$ cat config.mk
export PLATFORM = sky130hd
export DESIGN_NAME = alu_sel_decoder
export DESIGN_NICKNAME = d
export VERILOG_FILES = /design/src/rtl/alu_sel_pkg.sv /design/src/rtl/alu_sel_classify.sv /design/src/rtl/alu_sel_decoder.sv
export SDC_FILE = /design/constraint.sdc
export NUM_CORES = 1
export LEC_CHECK = 0
export BUFFER_PORTS_ARGS = -buffer_cell sky130_fd_sc_hd__buf_2
export CORE_MARGIN = 4
export CORE_UTILIZATION = 48
export DETAILED_ROUTE_END_ITERATION = 8
export PLACE_DENSITY = 0.73
export SYNTH_ARGS = -nofsm -noshare
export SYNTH_HDL_FRONTEND = slang
export SYNTH_SLANG_ARGS = --single-unit
$ cat constraint.sdc
create_clock -name clk_i -period 2.35 [get_ports clk_i]
set_clock_uncertainty 0.2 [all_clocks]
set_input_delay 0.235 -clock clk_i [delete_from_list [all_inputs] [get_ports clk_i]]
set_output_delay 0.235 -clock clk_i [all_outputs]
set_load 0.05 [all_outputs]
$ cat src/rtl/alu_sel_pkg.sv
// Shared types and constants for the ALU lane-select expander and decoder.
//   op_e      : ALU operation class carried alongside a select vector
//   p_e       : expander group-size selector
//   sel_vec_t : packed 8-lane x 3-bit lane select vector (lane k = vec[k])
//   result_t  : decoded payload presented on the decoder output
package alu_sel_pkg;

  localparam int unsigned NUM_LANES = 8;
  localparam int unsigned LANE_W    = 3;
  localparam int unsigned NUM_B     = 4;
  localparam int unsigned NUM_H     = 2;

  typedef enum logic [6:0] {
    ALU_N   = 7'd0,
    ALU_B   = 7'd1,
    ALU_H   = 7'd2,
    ALU_BFP = 7'd3
  } op_e;

  typedef enum logic [1:0] {
    P_N = 2'd0,
    P_B = 2'd1,
    P_H = 2'd2
  } p_e;

  typedef logic [NUM_LANES-1:0][LANE_W-1:0] sel_vec_t;
  typedef logic [NUM_B-1:0][1:0]            sel_b_t;
  typedef logic [NUM_H-1:0][0:0]            sel_h_t;

  typedef struct packed {
    op_e      op;
    sel_b_t   sel_b;
    sel_h_t   sel_h;
    sel_vec_t sel_n;
  } result_t;

endpackage

$ cat src/rtl/alu_sel_classify.sv
// Combinational classifier: maps a lane select vector to ALU_H / ALU_B / ALU_N
// and recovers the compressed per-group selects.
//   sel   : lane select vector
//   op    : decoded class (H beats B beats N)
//   sel_b : per byte-pair select, zero for ALU_N
//   sel_h : per half select, zero unless ALU_H
module alu_sel_classify
  import alu_sel_pkg::*;
(
  input  logic [NUM_LANES-1:0][LANE_W-1:0] sel,
  output op_e                              op,
  output logic [NUM_B-1:0][1:0]            sel_b,
  output logic [NUM_H-1:0][0:0]            sel_h
);

  localparam int unsigned LANES_PER_H = NUM_LANES / NUM_H;

  logic [NUM_LANES-1:0] h_lane_ok;
  logic [NUM_LANES-1:0] b_lane_ok;
  logic [NUM_B-1:0]     b_pair_ok;
  logic                 h_match;
  logic                 b_match;

  // Per-lane checks: H needs lane index in [1:0] and a common bit 2 per half;
  // B needs lane parity in bit 0.
  for (genvar k = 0; k < NUM_LANES; k++) begin : g_lane
    localparam int unsigned HBASE = (k / LANES_PER_H) * LANES_PER_H;
    assign h_lane_ok[k] = (sel[k][1:0] == 2'(k)) && (sel[k][2] == sel[HBASE][2]);
    assign b_lane_ok[k] = (sel[k][0] == 1'(k));
  end

  // Both lanes of a byte pair must agree on bits [2:1].
  for (genvar b = 0; b < NUM_B; b++) begin : g_pair
    assign b_pair_ok[b] = (sel[2*b][2:1] == sel[2*b+1][2:1]);
    assign sel_b[b]     = (op != ALU_N) ? sel[2*b][2:1] : 2'b00;
  end

  for (genvar h = 0; h < NUM_H; h++) begin : g_half
    assign sel_h[h] = (op == ALU_H) ? sel[h*LANES_PER_H][2] : 1'b0;
  end

  assign h_match = &h_lane_ok;
  assign b_match = (&b_lane_ok) && (&b_pair_ok);

  // Every H pattern is also a B pattern, so H is tested first.
  always_comb begin
    op = ALU_N;
    if (h_match) begin
      op = ALU_H;
    end else if (b_match) begin
      op = ALU_B;
    end
  end

endmodule

$ cat src/rtl/alu_sel_decoder.sv
// Two-stage valid/ready decoder for ALU lane select vectors, with saturating
// per-class delivery counters.
//   clk_i, rst_ni            : clock, synchronous active-low reset
//   in_valid_i/in_ready_o    : input handshake (ready is combinational)
//   in_sel_i                 : lane select vector
//   out_valid_o/out_ready_i  : output handshake
//   out_op_o, out_sel_b_o,
//   out_sel_h_o, out_sel_n_o : decoded class, recovered fields, passthrough
//   cnt_n_o/cnt_b_o/cnt_h_o  : delivered-result counters per class
//   cnt_clr_i                : synchronous counter clear
module alu_sel_decoder
  import alu_sel_pkg::*;
#(
  parameter int unsigned CNT_W = 16
) (
  input  logic                             clk_i,
  input  logic                             rst_ni,
  input  logic                             in_valid_i,
  output logic                             in_ready_o,
  input  logic [NUM_LANES-1:0][LANE_W-1:0] in_sel_i,
  output logic                             out_valid_o,
  input  logic                             out_ready_i,
  output op_e                              out_op_o,
  output logic [NUM_B-1:0][1:0]            out_sel_b_o,
  output logic [NUM_H-1:0][0:0]            out_sel_h_o,
  output logic [NUM_LANES-1:0][LANE_W-1:0] out_sel_n_o,
  output logic [CNT_W-1:0]                 cnt_n_o,
  output logic [CNT_W-1:0]                 cnt_b_o,
  output logic [CNT_W-1:0]                 cnt_h_o,
  input  logic                             cnt_clr_i
);

  logic     s1_valid;
  sel_vec_t s1_sel;
  logic     s2_valid;
  result_t  s2_res;
  result_t  cls_res;
  logic     s1_adv;
  logic     s2_adv;
  logic     out_hs;

  assign s2_adv     = !s2_valid || out_ready_i;
  assign s1_adv     = !s1_valid || s2_adv;
  assign in_ready_o = s1_adv;
  assign out_hs     = s2_valid && out_ready_i;

  alu_sel_classify u_classify (
    .sel   (s1_sel),
    .op    (cls_res.op),
    .sel_b (cls_res.sel_b),
    .sel_h (cls_res.sel_h)
  );
  assign cls_res.sel_n = s1_sel;

  // Stage 1: capture the raw vector.
  always_ff @(posedge clk_i) begin
    if (!rst_ni) begin
      s1_valid <= 1'b0;
      s1_sel   <= '0;
    end else if (s1_adv) begin
      s1_valid <= in_valid_i;
      if (in_valid_i) begin
        s1_sel <= in_sel_i;
      end
    end
  end

  // Stage 2: capture classification and recovered fields.
  always_ff @(posedge clk_i) begin
    if (!rst_ni) begin
      s2_valid <= 1'b0;
      s2_res   <= '0;
    end else if (s2_adv) begin
      s2_valid <= s1_valid;
      if (s1_valid) begin
        s2_res <= cls_res;
      end
    end
  end

  assign out_valid_o = s2_valid;
  assign out_op_o    = s2_res.op;
  assign out_sel_b_o = s2_res.sel_b;
  assign out_sel_h_o = s2_res.sel_h;
  assign out_sel_n_o = s2_res.sel_n;

  // Saturating per-class counters; clear wins over a same-edge increment.
  always_ff @(posedge clk_i) begin
    if (!rst_ni || cnt_clr_i) begin
      cnt_n_o <= '0;
      cnt_b_o <= '0;
      cnt_h_o <= '0;
    end else if (out_hs) begin
      case (s2_res.op)
        ALU_N: if (cnt_n_o != {CNT_W{1'b1}}) cnt_n_o <= cnt_n_o + CNT_W'(1);
        ALU_B: if (cnt_b_o != {CNT_W{1'b1}}) cnt_b_o <= cnt_b_o + CNT_W'(1);
        ALU_H: if (cnt_h_o != {CNT_W{1'b1}}) cnt_h_o <= cnt_h_o + CNT_W'(1);
        default: ;
      endcase
    end
  end

endmodule

==> flow_metrics.tcl <==
set metrics [dict create \
    seq_area_frac_synth_pct 44.92 \
    die_area_sq_um 11890 \
    cp_slowest_stage_delay_ns 0.74 \
    power_density_nw_per_um2 564.8 \
    vias 4480 \
    cp.required_ns 2.44 \
    ctsHtreeMaxLevel 3 \
    place.gp.congestion 0.8479 \
    setup_viol 0 \
    cp_top_family "simple AND/OR/NAND/NOR gates" \
    numCtsBuffers 9 \
    endpoint_kind "register" \
    cpMostUsedCell "nand2_1" \
    avgSynthCellArea_sq_um 8.337 \
    core_area_sq_um 9864 \
    rsz0062_at_grt "no" \
    worstMarginPinSlew_ns 0.9016 \
    worst_setup_path_start_kind "register" \
    synth_compound_area_share_pct 12.66 \
    critPathMaxFanout 24 \
    cts_resized 0 \
    path_class "reg2reg" \
    final_core_util_pct 61.16 \
    critPathBufInv 0 \
    ant_nets 0 \
    synth-simple-area-share_pct 28.97 \
    grt_pass1_vias 4269 \
    routedWlPerCell_um 14.13 \
    io_pins 120 \
    peakVddDrop_mv 0.3587 \
    insertedDiodeCount 0 \
    grt_max_degree 72 \
    rows 36 \
    setup_tns_ns 0 \
    io_buffers 114 \
    clk_path_buf_depth 2 \
    ys_seq_elements 110 \
    clkLatencyLatePin_ns 0.37 \
    cts_sinks 110 \
    drtIter0Drc 194 \
    synth_xor_area_share_pct 8.397 \
    slew_headroom_pct 39.90 \
    power.total_mw 3.408 \
    synth_top_family_by_area "simple AND/OR/NAND/NOR gates" \
    met1_length_um 5258 \
    synth_area_sq_um 4902 \
    clockRootBuffer "clkbuf_8" \
    dp_hpwl_um 8481 \
    cp.arrival_ns 2.20 \
    dieHeight_um 109.1 \
    overflow 0 \
    wl_met2_um 5906 \
    pre_cts_slack_ns 0.2742 \
    clkTransAtPathRegs_ns 0.11 \
    min_period_over_period_pct 89.54 \
    grt_antenna_before_repair 0 \
    post_dp_cell_area_sq_um 5577 \
    worst_slack_ns 0.2458 \
    dr.pass1.iters 5 \
    yosysWarnings 0 \
    initial_core_util_pct 49.70 \
    die_x_um 109.1 \
    wl_met3_um 770 \
    nets 748 \
    grt_pass1_wl_um 20490 \
    cts_tree "yes" \
    syn_to_final_growth_pct 23.07 \
    power.leakage_nw 2.375 \
    cap_viol_max_count 0 \
    fill_cells 831 \
    routed_via_density 5.246 \
    grt_usage_pct 21.15 \
    muxShareOfSynthArea_pct 0.2042 \
    hold_viol_final 0 \
    syn_inst 588 \
    drive_above_1_share_pct 21.08 \
    slew_viol_final 0 \
    fin_area_sq_um 6033 \
    wirelength_um 12060 \
    crit_slowest_cell "and2_1" \
    drc 0 \
    highest_layer "met4" \
    synth_fa_ha_area_share_pct 0.7657 \
    outcome "complete, no violations" \
    min-delay-path-class "in2reg" \
    ys_types 49 \
    max_freq_mhz 475.2 \
    finalCriticalPeriod_ns 2.104 \
    cp_cell_sequence "and2b_1, nand2_1, and2_1, nand2_1, a21boi_0" \
]
## metrics by stage
stage / hold slack, ns / cells
after global routing: 0.1261 / 854
after global placement: 0.2513 / 813
final: 0.09821 / 854
after CTS: 0.09367 / 854
after detailed placement: 0.2576 / 813
after floorplan: 0.1698 / 592
## worst min-delay path: cells and delay by family
| kind | cells | cell delay [ns] |
|---|---|---|
| buffers and inverters | 1 | 0.09 |
| AND/OR/NAND/NOR | 2 | 0.24 |
| multiplexers | 1 | 0.06 |
## cells in the final DEF (no fill, tap or decap), drive strengths merged, types with 9 or more instances in the layout
cell type / count
nand3: 36
dfxtp: 110
nand4: 19
a21boi: 51
nor4: 14
buf: 126
o21ai: 11
xnor2: 36
xor2: 11
inv: 9
nor2: 52
a21oi: 15
clkbuf: 9
nand2: 127
dlygate4sd3: 25
## layer usage
metal | vias up | GRT usage, %
met4 | 0 | 5.771
met1 | 2084 | 27.36
met5 | - | 0
met3 | 11 | 3.789
met2 | 125 | 36.18
li1 | 2260 | -
## kinds of logic (layout without fill, tap and decap cells)
| group | count (synthesis) | count (layout) |
|---|---|---|
| buf+inv | 45 | 174 |
| simple gates | 291 | 291 |
| xor+xnor | 47 | 47 |
| mux | 1 | 1 |
| flops | 110 | 110 |
| compound gates | 90 | 90 |
| other cells | 1 | 5 |
| fa+ha+maj | 3 | 3 |
## final timing paths
| kind | startpoint | to | slack [ns] | depth (start not counted) |
|---|---|---|---|---|
| max | out_valid_o | cls_res[6] | 0.25 | 5 |
| min | cnt_clr_i | cnt_h_o[12] | 0.1 | 4 |
| max reg2reg | out_valid_o | cls_res[6] | 0.25 | 5 |
| min reg2reg | out_sel_n_o[11] | out_sel_n_o[11] | 0.27 | 2 |
## registers in the layout, summed over array words and instances, names as in the netlist
register     cells
s1_valid         1
out_valid_o      1
cls_res         24
out_sel_n_o     24
out_op_o         2
out_sel_h_o      2
out_sel_b_o      8
cnt_h_o         16
cnt_b_o         16
cnt_n_o         16
## cell usage after synthesis (all sizes together)
| cell | count | area [sq um] |
|---|---|---|
| xnor2 | 36 | 315.3 |
| and3 | 3 | 18.77 |
| a31oi | 1 | 6.260 |
| nor4bb | 2 | 20.02 |
| a221oi | 1 | 8.760 |
| dfxtp | 110 | 2202 |
| nand4 | 19 | 131.4 |
| o21a | 1 | 7.510 |
| nor3 | 8 | 40.04 |
| inv | 7 | 26.28 |
| o31ai | 1 | 7.510 |
| nand4b | 3 | 26.28 |
| nand3 | 36 | 180.2 |
| and2b | 1 | 7.510 |
| or4 | 2 | 15.01 |
| and4b | 2 | 20.02 |
| nand2b | 4 | 25.02 |
| nor2b | 3 | 18.77 |
| and4bb | 1 | 12.51 |
| nand4bb | 2 | 22.52 |
| nor2 | 52 | 195.2 |
| clkbuf | 23 | 86.33 |
| a21boi | 51 | 382.9 |
| nand2 | 127 | 476.7 |
| o221ai | 1 | 8.760 |
| buf | 15 | 83.83 |
| a41o | 1 | 10.01 |
| conb | 1 | 3.750 |
| nor4b | 4 | 35.03 |
| o41ai | 1 | 8.760 |
| o21ai | 11 | 55.05 |
| a211o | 1 | 8.760 |
| and2 | 1 | 6.260 |
| or2 | 2 | 12.51 |
| and4 | 3 | 26.28 |
| nor4 | 14 | 115.1 |
| a21oi | 15 | 78.83 |
| xor2 | 11 | 96.34 |
| a211oi | 5 | 37.54 |
| mux2i | 1 | 10.01 |
| ha | 3 | 37.54 |
| nor3b | 2 | 15.01 |
## where the power goes
part	total [mW]	internal, mW	switching (mW)
Clock	1.19	0.510	0.681
Combinational	0.284	0.106	0.177
Sequential	1.93	1.90	0.0343
Total	3.41	2.52	0.892
## what timing repair did
item,CTS,global route
hold buffers,25,0
buffers inserted,0,0
endpoints found under the hold margin,25,0
## layout make-up
cell class | count | area (sq um) | area share (%)
inverters | 7 | 26.28 | 0.4355
clock buffers | 9 | 123.9 | 2.053
repair buffers | 151 | 910.9 | 15.10
multi-input cells | 437 | 2521 | 41.79
flip-flops and latches | 110 | 2202 | 36.50
clock inverters | 7 | 82.58 | 1.369
well taps | 133 | 166.4 | 2.758
No activity file was read; power rests on OpenSTA's default activity.
